--- src/rtl/btn_conditioner.sv ---
// Four-button conditioner: synchronizer, debounce, press one-shot,
// optional hold-to-repeat and an any-key press tick.
module btn_conditioner #(
  parameter int BTN_ACTIVE_LOW  = 1,
  parameter int DEBOUNCE_CYCLES = 250000,
  parameter int REPEAT_EN       = 0,
  parameter int REPEAT_DELAY    = 12500000,
  parameter int REPEAT_PERIOD   = 2500000
) (
  input  logic       clk,
  input  logic       rst_n,
  input  logic [3:0] btn_raw,
  input  logic       enable,
  output logic       btn_up_tick,
  output logic       btn_down_tick,
  output logic       btn_left_tick,
  output logic       btn_right_tick,
  output logic       any_tick,
  output logic [3:0] btn_held
);

  localparam int CW = $clog2(DEBOUNCE_CYCLES) + 1;
  localparam logic [3:0] IDLE =
    (BTN_ACTIVE_LOW != 0) ? 4'hF : 4'h0;

  logic [3:0] r_s1;
  logic [3:0] r_s2;
  logic [3:0] r_stable;
  logic [3:0] r_held;
  logic [3:0] r_tick;
  logic       r_any;
  logic [3:0] w_p;
  logic [3:0] w_rise;
  logic [3:0] w_rep;

  always_ff @(posedge clk or negedge rst_n) begin
    if (!rst_n) begin
      r_s1 <= IDLE;
      r_s2 <= IDLE;
    end else begin
      r_s1 <= btn_raw;
      r_s2 <= r_s1;
    end
  end

  assign w_p = (BTN_ACTIVE_LOW != 0) ? ~r_s2 : r_s2;
  assign w_rise = r_stable & ~r_held;

  for (genvar i = 0; i < 4; i++) begin : g_btn
    logic [CW-1:0] r_cnt;

    always_ff @(posedge clk or negedge rst_n) begin
      if (!rst_n) begin
        r_cnt       <= '0;
        r_stable[i] <= 1'b0;
      end else if (w_p[i] == r_stable[i]) begin
        r_cnt <= '0;
      end else if (r_cnt == CW'(DEBOUNCE_CYCLES - 1)) begin
        r_cnt       <= '0;
        r_stable[i] <= w_p[i];
      end else begin
        r_cnt <= r_cnt + 1'b1;
      end
    end

    if (REPEAT_EN != 0) begin : g_rep
      localparam int RMAX = (REPEAT_DELAY > REPEAT_PERIOD) ?
                            REPEAT_DELAY : REPEAT_PERIOD;
      localparam int RW = $clog2(RMAX) + 1;
      logic [RW-1:0] r_rcnt;
      logic          r_first;
      logic [RW-1:0] w_lim;
      logic          w_clr;

      assign w_lim = r_first ? RW'(REPEAT_DELAY - 1)
                             : RW'(REPEAT_PERIOD - 1);
      assign w_clr = !r_stable[i] || !enable || w_rise[i];
      assign w_rep[i] = !w_clr && (r_rcnt == w_lim);

      always_ff @(posedge clk or negedge rst_n) begin
        if (!rst_n) begin
          r_rcnt  <= '0;
          r_first <= 1'b1;
        end else if (w_clr) begin
          r_rcnt  <= '0;
          r_first <= 1'b1;
        end else if (r_rcnt == w_lim) begin
          r_rcnt  <= '0;
          r_first <= 1'b0;
        end else begin
          r_rcnt <= r_rcnt + 1'b1;
        end
      end
    end else begin : g_norep
      assign w_rep[i] = 1'b0;
    end
  end

  // r_held lags r_stable by one cycle so the rising edge is seen once
  always_ff @(posedge clk or negedge rst_n) begin
    if (!rst_n) begin
      r_held <= 4'h0;
      r_tick <= 4'h0;
      r_any  <= 1'b0;
    end else begin
      r_held <= r_stable;
      r_tick <= (w_rise | w_rep) & {4{enable}};
      r_any  <= (|w_rise) & enable;
    end
  end

  assign btn_up_tick    = r_tick[0];
  assign btn_down_tick  = r_tick[1];
  assign btn_left_tick  = r_tick[2];
  assign btn_right_tick = r_tick[3];
  assign any_tick       = r_any;
  assign btn_held       = r_held;

endmodule
--- config.mk ---
export PLATFORM = sky130hd
export DESIGN_NAME = btn_conditioner
export DESIGN_NICKNAME = d
export VERILOG_FILES = /design/src/rtl/btn_conditioner.sv
export SDC_FILE = /design/constraint.sdc
export NUM_CORES = 1
export LEC_CHECK = 0
export BUFFER_PORTS_ARGS = -buffer_cell sky130_fd_sc_hd__buf_4
export CORE_UTILIZATION = 55
export CTS_CLUSTER_DIAMETER = 150
export DETAILED_ROUTE_END_ITERATION = 10
export HOLD_SLACK_MARGIN = 0.06
export PLACE_DENSITY = 0.75
export RECOVER_POWER = 100
export SYNTH_ARGS = -nofsm -noshare
export SYNTH_HDL_FRONTEND = slang
export SYNTH_SLANG_ARGS = --single-unit
--- constraint.sdc ---
create_clock -name clk -period 2.1 [get_ports clk]
set_input_delay 0.315 -clock clk [delete_from_list [all_inputs] [get_ports clk]]
set_output_delay 0.315 -clock clk [all_outputs]
set_load 0.02 [all_outputs]
# Yosys cells after proc, flatten, opt, wreduce, memory -nomap -nowiden
# Index checks and enable logic that the tools add are counted.
# word_totals
reg_bits	97
inputBits	7
out_inout_bits	9
word_cells	47
# classes
addsub	4
n_eq_ne	8
n_mux	8
bitwise	9
reduce_logical	5
# op_table
operator	n
$mux W19	8
$add A19 B1 Y19 const B	4
$eq A19 B18 Y1 const B	4
$and A4 B4 Y4	2
$not A4 Y4	2
$reduce_and A2 Y1	4
$eq A1 B1 Y1	4
$not A1 Y1	4
$reduce_or A4 Y1	1
$and A1 B1 Y1	1

# Depth between registers and ports, before layout
# depth
word_depth	4
mapped_depth	6
ltp_nobuf	5

# Least setup slack after synthesis
# OpenSTA, ideal clock, no wires.
# synth_timing
path_kind	reg-to-reg
from	register g_btn[2].r_cnt[11]
to	register g_btn[2].r_cnt[11]
setup_time_ns	0.119
arrival_ns	1.919
required_time_ns	1.981
path_slack_ns	0.062
stages_incl_launch_ff	7
path_buffers	2
period_less_slack_ns	2.038
cell_sequence	dfrtp_1 buf_6 or4b_1 or4_4 o21ai_4 buf_6 nor2_1
# synth_between
elab_chain_len	3
word_cells_on_any_way	4
cone_classes	add/sub (1); eq/ne (1); mux (2)
# synth_lines
item	line	source
from (decl)	50	logic [CW-1:0] r_cnt;
from (signal assigned)	62	r_cnt <= r_cnt + 1'b1;
$add A19 B1 Y19 / $eq A19 B18 Y1 (equally long branches)	62, 58	
$mux W19 (*)	58	end else if (r_cnt == CW'(DEBOUNCE_CYCLES - 1)) begin
$mux W19 (*)	56	end else if (w_p[i] == r_stable[i]) begin
# Every way passes the cells marked *; elsewhere a longest branch is shown, timed or not.
# A chain may end at the register's enable or synchronous reset.

# Worst setup path after layout
# layout_timing
from	register g_btn[2].r_cnt[10]
to	register g_btn[2].r_cnt[13]
# Same word-level chain as after synthesis.

==> impl_metrics.tcl <==
set metrics [dict create \
    status "finished clean" \
    dieWidth_microns 92.0 \
    grt.total_usage_pct 22.2 \
    grt_pass1_wl_microns 15000 \
    drc 0 \
    clk_path_buf_depth 2 \
    synth_area_sq_um 4450 \
    cts_tree "done" \
    synth_edf_count 0 \
    synth_area_leaders "dfrtp_1 (50%), xnor2_1 (9.8%), nor2_1 (6.5%)" \
    initial_core_util_pct 57.3 \
    fin_tns_setup_ns 0 \
    diodes 0 \
    io_buffers 15 \
    row_count 32 \
    ys_ff_latch 97 \
    grt_max_degree 45 \
    final_layout_size_suffix_gt1_share_pct 13.1 \
    clkSlewWorstSetupHoldPaths_ns 0.09 \
    min_period_ns 2.02 \
    p_leak_nw 2.02 \
    cts-htree-levels 3 \
    drt_first_pass_iters 5 \
    synth-seq-area-share_pct 54.7 \
    cts.sinks 97 \
    powerDensity_nw_per_um2 682 \
    relSlewSlack_pct 26.2 \
    antenna_found_initial 0 \
    nets 494 \
    min_path_type "input pin to flop" \
    cp-start-kind "flop" \
    crit_arrival_ns 2.27 \
    final_cell_mix "dfrtp_1 (89), nor2_1 (77), xnor2_1 (50), nand3_1 (26), nand4_1 (26)" \
    critical_path_class "flop to flop" \
    wirelength_microns 8460 \
    final_common_cell "dfrtp_1" \
    rsz0062_at_grt "no" \
    via_count 3266 \
    synthArstFlopShare_pct 100 \
    wl_per_cell_microns 14.3 \
    dieArea_sq_um 8460 \
    cap_violations 0 \
    drt_iter0_markers 138 \
    pin_count 16 \
    core_sq_um 7770 \
    clock_skew_ns 0.00766 \
    gp_congestion 0.790 \
    hold_viol_final 0 \
    tightestPinTransition_ns 1.11 \
    worstPathRequired_ns 2.34 \
    avgSynthCellArea_sq_um 10.3 \
    synth_nets 442 \
    grt-ovfl-total 0 \
    yosys.area.top_type "dfrtp_1" \
    p_total_mw 3.48 \
    ys_types 42 \
    yosysTopAreaCellShare_pct 50.0 \
    cp_max_fo 5 \
    post-cts-setup-buffers 0 \
    die_y_microns 92.0 \
    ys.flop_type "dfrtp_1" \
    antenna_left 0 \
    dp_hpwl_microns 5930 \
    finalMaxSlewViolations 0 \
    syn_to_final_growth_pct 14.6 \
    period_share_pct 96.3 \
    setup_viol 0 \
    cts_buffers 9 \
    vdd_drop_max_uv 448 \
    fmax_mhz 495 \
    syn_inst 431 \
    end_kind "flop" \
    grt_pass1_vias 3320 \
    yosys_warnings 0 \
    clk_latency_ns 0.35 \
    viasPerCell 5.54 \
    cts_root_buf "clkbuf_8" \
]
==> stage by stage <==
stage                     worst slack [ns]  hold WS, ns  instance area (sq um)  util, %  cells
after floorplan                     0.0623       0.0194                   4450        -    431
after global placement               0.142        0.338                   4880     62.8    569
after detailed placement            0.0952        0.349                   4880     62.8    569
after CTS                           0.0361        0.195                   5170     66.6    590
after global routing               0.00680        0.203                   5110     65.7    590
final                               0.0787        0.201                   5110     65.7    590
==> layout make-up <==
class | instances | area (sq um)
multi-input cells | 307 | 1890
well taps | 102 | 128
inverters | 19 | 71.3
clock buffers | 9 | 124
fillers | 630 | 2660
clock inverters | 7 | 119
flip-flops and latches | 97 | 2440
repair buffers | 49 | 335
==> Yosys cell counts (2+ instances only) <==
cell type / count
inv_1: 19
dfstp_2: 8
or3_1: 6
or4b_1: 2
or3b_2: 2
nor4_1: 19
or4_1: 5
o41ai_1: 2
nor3_1: 15
o31ai_1: 3
nor2_1: 77
and3_1: 4
clkbuf_1: 5
xnor2_1: 50
mux2i_1: 3
and2_1: 2
a31o_2: 2
nor3b_1: 3
a21oi_1: 9
xor2_1: 11
and4_1: 2
buf_6: 2
ha_1: 4
nand2_1: 12
dfrtp_1: 89
o21ai_1: 2
nor4b_1: 2
o21ai_0: 7
nand3_1: 26
nand4_1: 26
==> registers in the layout (all words and copies together), names as in the netlist <==
signal and cells:
any_tick 1, r_s1 4, g_btn.r_cnt 76, r_tick 4, r_s2 4, btn_held 4, r_stable 4
==> worst paths after layout <==
check                      slack (ns)  cells past startpoint                    startpoint                           end
max                              0.08                      5  g_btn[2].r_cnt[10]$_DFF_PN0_  g_btn[2].r_cnt[13]$_DFF_PN0_
min in group asynchronous        0.68                      2                         rst_n  g_btn[3].r_cnt[16]$_DFF_PN0_
max reg2reg                      0.08                      5  g_btn[2].r_cnt[10]$_DFF_PN0_  g_btn[2].r_cnt[13]$_DFF_PN0_
min reg2reg                      0.36                      0             r_s1[0]$_DFF_PN1_             r_s2[0]$_DFF_PN1_
max in group asynchronous        0.34                      3                         rst_n         btn_held[0]$_DFF_PN0_
min                              0.20                      2                        enable           r_tick[2]$_DFF_PN0_
==> critical path: stages, from the launching register on <==
cell and delay (ns):
dfrtp_1 0.40, or4b_1 0.55, or4_4 0.56, o21ai_4 0.16, clkbuf_2 0.18, nor2_1 0.06
==> where the power goes <==
part           total (mW)  internal, mW  switching [mW]
sequential           1.92          1.90          0.0242
combinational       0.125        0.0448          0.0800
clock                1.43         0.791           0.643
==> kinds of logic after synthesis <==
| group | count (synthesis) | share of synthesized area (%) |
|---|---|---|
| AND/OR/NAND/NOR | 208 | 24.1 |
| flip-flops | 97 | 54.7 |
| XOR/XNOR | 61 | 12.0 |
| AO/OA/AOI/OAI | 31 | 4.78 |
| buffers and inverters | 27 | 2.64 |
| adder cells (fa/ha/maj) | 4 | 1.12 |
| multiplexers | 3 | 0.674 |
==> routing by layer <==
layer	share of wire (%)	GRT usage (%)	vias to the layer above
met4	1.3	8.33	0
met5	0	0	-
li1	-	-	1613
met1	46	29.8	1596
met2	49	36.6	46
met3	3.0	3.57	11
==> repair_timing <==
item / CTS / global route
hold buffers: 5 / 0
endpoints found under the setup margin: 0 / 13
endpoints found under the hold margin: 44 / 0
resized for setup: 0 / 1
Note: power is estimated with default switching activity, not from simulation.
